$ cat src/rtl/uart_tx_fifo.sv
// UART transmitter fed by a first-word-fall-through FIFO with a ready/valid write port.
// Frame: start, DATA_BITS data (LSB first), optional parity, STOP_BITS stop bits.
module uart_tx_fifo #(
  parameter int CLK_DIV    = 16,
  parameter int DATA_BITS  = 8,
  parameter int PARITY     = 0,
  parameter int STOP_BITS  = 1,
  parameter int FIFO_DEPTH = 16
) (
  input  logic                          clk,
  input  logic                          rst,
  input  logic [DATA_BITS-1:0]          din,
  input  logic                          din_valid,
  output logic                          din_ready,
  output logic                          tx,
  output logic                          tx_busy,
  output logic                          tx_done,
  output logic [$clog2(FIFO_DEPTH):0]   fifo_count
);

  localparam int AW = $clog2(FIFO_DEPTH);
  localparam logic [AW:0] FULL      = (AW+1)'(FIFO_DEPTH);
  localparam logic [15:0] BAUD_LAST = 16'(CLK_DIV - 1);
  localparam logic [3:0]  BIT_LAST  = 4'(DATA_BITS - 1);
  localparam logic        STOP_LAST = 1'(STOP_BITS - 1);

  typedef enum logic [2:0] {S_IDLE, S_START, S_DATA, S_PAR, S_STOP} state_t;

  logic [DATA_BITS-1:0] mem [FIFO_DEPTH];
  logic [AW-1:0]        wr_ptr, rd_ptr;
  logic                 push, pop;
  logic [DATA_BITS-1:0] head;

  assign din_ready = !rst && (fifo_count != FULL);
  assign push      = din_valid && din_ready;
  assign head      = mem[rd_ptr];

  always_ff @(posedge clk) begin
    if (push) mem[wr_ptr] <= din;
  end

  always_ff @(posedge clk) begin
    if (rst) begin
      wr_ptr     <= '0;
      rd_ptr     <= '0;
      fifo_count <= '0;
    end else begin
      if (push) wr_ptr <= wr_ptr + AW'(1);
      if (pop)  rd_ptr <= rd_ptr + AW'(1);
      case ({push, pop})
        2'b10:   fifo_count <= fifo_count + 1'b1;
        2'b01:   fifo_count <= fifo_count - 1'b1;
        default: fifo_count <= fifo_count;
      endcase
    end
  end

  state_t               state, state_n;
  logic [15:0]          baud, baud_n;
  logic [3:0]           bit_idx, bit_n;
  logic                 stop_idx, stop_n;
  logic [DATA_BITS-1:0] shreg, shreg_n;
  logic                 par_bit, par_n;
  logic                 tx_n, done_n;
  logic                 bit_end, load;

  assign bit_end = (baud == BAUD_LAST);
  assign tx_busy = (state != S_IDLE);

  always_comb begin
    state_n = state;
    baud_n  = bit_end ? '0 : baud + 16'd1;
    bit_n   = bit_idx;
    stop_n  = stop_idx;
    shreg_n = shreg;
    par_n   = par_bit;
    tx_n    = tx;
    done_n  = 1'b0;
    load    = 1'b0;
    pop     = 1'b0;
    case (state)
      S_IDLE: begin
        baud_n = '0;
        tx_n   = 1'b1;
        load   = (fifo_count != '0);
      end
      S_START: if (bit_end) begin
        tx_n    = shreg[0];
        bit_n   = '0;
        state_n = S_DATA;
      end
      S_DATA: if (bit_end) begin
        if (bit_idx == BIT_LAST) begin
          if (PARITY != 0) begin
            tx_n    = par_bit;
            state_n = S_PAR;
          end else begin
            tx_n    = 1'b1;
            stop_n  = 1'b0;
            state_n = S_STOP;
          end
        end else begin
          shreg_n = shreg >> 1;
          tx_n    = shreg[1];
          bit_n   = bit_idx + 4'd1;
        end
      end
      S_PAR: if (bit_end) begin
        tx_n    = 1'b1;
        stop_n  = 1'b0;
        state_n = S_STOP;
      end
      S_STOP: if (bit_end) begin
        if (stop_idx == STOP_LAST) begin
          done_n  = 1'b1;
          state_n = S_IDLE;
          load    = (fifo_count != '0);
        end else begin
          stop_n = stop_idx + 1'b1;
        end
      end
      default: state_n = S_IDLE;
    endcase
    // Loading from IDLE and from the final stop edge share one path so frames chain gaplessly.
    if (load) begin
      pop     = 1'b1;
      shreg_n = head;
      par_n   = (PARITY == 1) ? ~^head : ^head;
      tx_n    = 1'b0;
      baud_n  = '0;
      state_n = S_START;
    end
  end

  always_ff @(posedge clk) begin
    if (rst) begin
      state    <= S_IDLE;
      baud     <= '0;
      bit_idx  <= '0;
      stop_idx <= 1'b0;
      shreg    <= '0;
      par_bit  <= 1'b0;
      tx       <= 1'b1;
      tx_done  <= 1'b0;
    end else begin
      state    <= state_n;
      baud     <= baud_n;
      bit_idx  <= bit_n;
      stop_idx <= stop_n;
      shreg    <= shreg_n;
      par_bit  <= par_n;
      tx       <= tx_n;
      tx_done  <= done_n;
    end
  end

endmodule

$ cat config.mk
export PLATFORM = sky130hd
export DESIGN_NAME = uart_tx_fifo
export DESIGN_NICKNAME = d
export VERILOG_FILES = /design/src/rtl/uart_tx_fifo.sv
export SDC_FILE = /design/constraint.sdc
export NUM_CORES = 1
export LEC_CHECK = 0
export ABC_AREA = 1
export CAP_MARGIN = 20
export CORE_MARGIN = 2
export CORE_UTILIZATION = 40
export CTS_CLUSTER_SIZE = 8
export DETAILED_ROUTE_END_ITERATION = 8
export DONT_BUFFER_PORTS = 1
export GPL_TIMING_DRIVEN = 0
export PLACE_DENSITY = 0.55
export SLEW_MARGIN = 10
export SYNTH_ARGS = -nofsm -noshare
export SYNTH_HDL_FRONTEND = slang
export SYNTH_SLANG_ARGS = --single-unit
$ cat constraint.sdc
create_clock -name clk -period 5.85 [get_ports clk]
set_input_delay 0.585 -clock clk [delete_from_list [all_inputs] [get_ports clk]]
set_output_delay 0.585 -clock clk [all_outputs]
set_load 0.01 [all_outputs]
==> run summary <==
Die height = 145 um
Setup TNS = 0 ps
Diodes inserted = 0
Synth cell types = 34
Syn Inst Count = 859
Final ANT Viol Nets = 0
All-Layer GR Usage = 18.5%
Mapped Avg Cell Area = 9.27 um^2
Total congestion overflow = 0
Post-layout nets = 900
Syn_nets = 881
CTS Buf Count = 17
Mux contribution to synthesized area = 0%
Final instance area = 8840 um^2
Crit path max fanout = 11
Class of the worst hold path = input pin to flop
Clk Latency, worst-skew pair = 430 ps
Util after Layout = 45.3%
Outcome = completed
RSZ-0062 raised after global routing = false
DRC violation count after routing = 0
PostCTS Resize Cnt = 0
Ys Warns = 0
I/O Buffers = 0
Dpl ws = 2880 ps
Clk slew on worst S/H paths = 70 ps
Largest family of logic cells by synthesized area = simple AND/OR/NAND/NOR gates
Multi-input gate area = 2450 um^2
Post-synthesis adder-cell area fraction = 1.73%
Initial DRC Count = 298
Die Width = 145 um
Total wire length = 18,700 um
DPL Wire Length = 12,900 um
Count of final setup violators = 0
Gate power share = 28.5%
Number of global-route vias before repair = 5,395
Minimum hold slack = 250 ps
Max Buffers Root-to-Sink = 2
Root buf cell = clkbuf_16
Post-DR vias/cell = 4.81
Routed vias = 5,549
Final Skew = 6.73 ps
P_sw = 1.23 mW
Final Max Tran Viols = 0
Clock Sink Count = 178
Critical Path Start Type = flop
CP Class = flop to flop
Final WS setup = 3050 ps
Sequential share of the synthesized area = 60.8%
P_int = 2.32 mW
Simple-gate share of the synthesized area = 23.8%
Critical Path End Type = flop
Leak pwr = 3.55 nW
Drt first pass iters = 5
H-tree depth = 4
Number of fill cells = 1,924
Cell area after synthesis = 7970 um^2
Max_slew headroom = 39.4%
Fraction of layout cells with a size suffix above 1 = 7.31%
Switching Share = 34.6%
Max cap viols = 0
Seq. cell area = 4840 um^2
Worst-Margin Slew = 906 ps
GPL Wtd Cong = 0.899
P per Cell Area = 401 nW/um^2
Synth Area in Compound Gates = 3.79%
Hold Buf Count CTS = 0
Core area = 19,500 um^2
I/O Pins = 20
Fin crit period = 2800 ps
Initial Utilization = 40.8%
First-pass GRT wire length = 29,500 um
Die Footprint = 21,100 um^2
Hold Violations, Final = 0
Initial antenna violation count = 0
CTS tree = done
Synth Area in XOR/XNOR = 1.54%
Area growth, synth to finish = 11.0%
Largest net degree at the start of global routing = 17
R2R Setup Slk = 3050 ps
Core Rows = 51
Placed cell areas = 8300 um^2
CP Data Required Time = 6200 ps
Routed wire length per instance = 16.2 um
Fin crit share = 47.8%
Flops & latches, synth = 178
Part of the power in registers = 41.6%
Setup repair bufs after CTS = 0
FMAX = 358 MHz
Clock power frac = 29.9%
WP data arrival = 3150 ps
Peak VDD IR = 0.000225 V
metrics by stage:
stage          total power, mW  cells
6_report                  3.54   1154
5_1_grt                   3.75   1154
4_1_cts                   3.57   1154
3_5_place_dp              2.51   1124
3_3_place_gp              2.51   1124
2_1_floorplan             2.21    859
state kept, by name (all words and copies together) (netlist names), 3 cells and up, named ones only:
register	count
baud	16
wr_ptr	4
rd_ptr	4
bit_idx	4
state	3
fifo_count	5
mem	128
shreg	8
synth_stat cells (all sizes together):
cell | instances | area [um^2]
nor3 | 5 | 25.0
nand4 | 4 | 40.0
edfxtp | 128 | 3840
xor2 | 9 | 78.8
clkbuf | 14 | 52.6
inv | 134 | 505
o31ai | 1 | 7.51
nand3 | 130 | 661
nand2 | 219 | 850
o21ai | 24 | 120
nor2 | 68 | 270
buf | 18 | 108
and3 | 1 | 6.26
a21o | 1 | 7.51
a21oi | 29 | 153
or2 | 2 | 12.5
ha | 11 | 138
nor3b | 3 | 22.5
a31oi | 1 | 6.26
o21bai | 1 | 7.51
nor4 | 1 | 6.26
xnor2 | 5 | 43.8
dfxtp | 50 | 1000
worst paths after layout:
kind | from | endpoint | cells after the start
max | baud[0]$_SDFF_PP0_ | fifo_count[4]$_SDFFE_PP0P_ | 17
min reg2reg | baud[0]$_SDFF_PP0_ | baud[0]$_SDFF_PP0_ | 1
min | din[6] | mem[8][6]$_DFFE_PP_ | 0
max reg2reg | baud[0]$_SDFF_PP0_ | fifo_count[4]$_SDFFE_PP0P_ | 17
logic make-up after synthesis:
logic type               count (synthesis)
buffers and inverters                  166
XOR/XNOR                                14
AO/OA/AOI/OAI                           57
adder cells (fa/ha/maj)                 11
flip-flops                             178
AND/OR/NAND/NOR                        433
power by group through the flow:
stage | clock, mW | combinational [mW] | sequential [mW]
5_1_grt | 1.13 | 1.14 | 1.48
3_3_place_gp | 0 | 1.00 | 1.50
3_5_place_dp | 0 | 1.01 | 1.50
2_1_floorplan | 0 | 0.725 | 1.49
6_report | 1.06 | 1.01 | 1.47
4_1_cts | 1.08 | 1.01 | 1.48
critical path, stage by stage (launching register included):
cell	delay [ps]
dfxtp_1	360
ha_1	210
nand3_2	150
nor2_2	180
nand2_4	110
nand2_4	70
nand2_4	70
inv_4	100
buf_6	160
ha_1	280
xor2_1	220
ha_1	180
a21o_1	110
nand3_1	80
nand2_1	90
xor2_1	150
nand2_1	70
a21oi_1	110
layout make-up:
cell class | count | share of cell area [%]
sequential | 178 | 54.8
multi-input combinational | 515 | 27.8
inverter | 134 | 5.72
clock buffer | 18 | 4.85
tap | 265 | 3.75
buffer | 32 | 1.81
clock inverter | 12 | 1.30
placed cells by master (no fill, tap or decap), types with 4 or more instances in the layout:
cell and n:
clkinv_4 5, o21ai_1 4, buf_2 14, o21ai_0 20
a21oi_1 27, nor3_1 5, nor2_1 62, nor2_2 6
xor2_1 9, xnor2_1 5, nand2_1 214, clkinvlp_4 5
nand3_1 128, dfxtp_1 50, clkbuf_16 17, edfxtp_1 128
clkbuf_1 15, inv_1 132, ha_1 11
routing by layer:
metal	global-route usage (%)	routed length [um]
met5	0	0
met4	6.57	466
met3	4.15	892
met2	29.2	8640
met1	25.1	8720
Note: power is estimated with default switching activity, not from simulation.
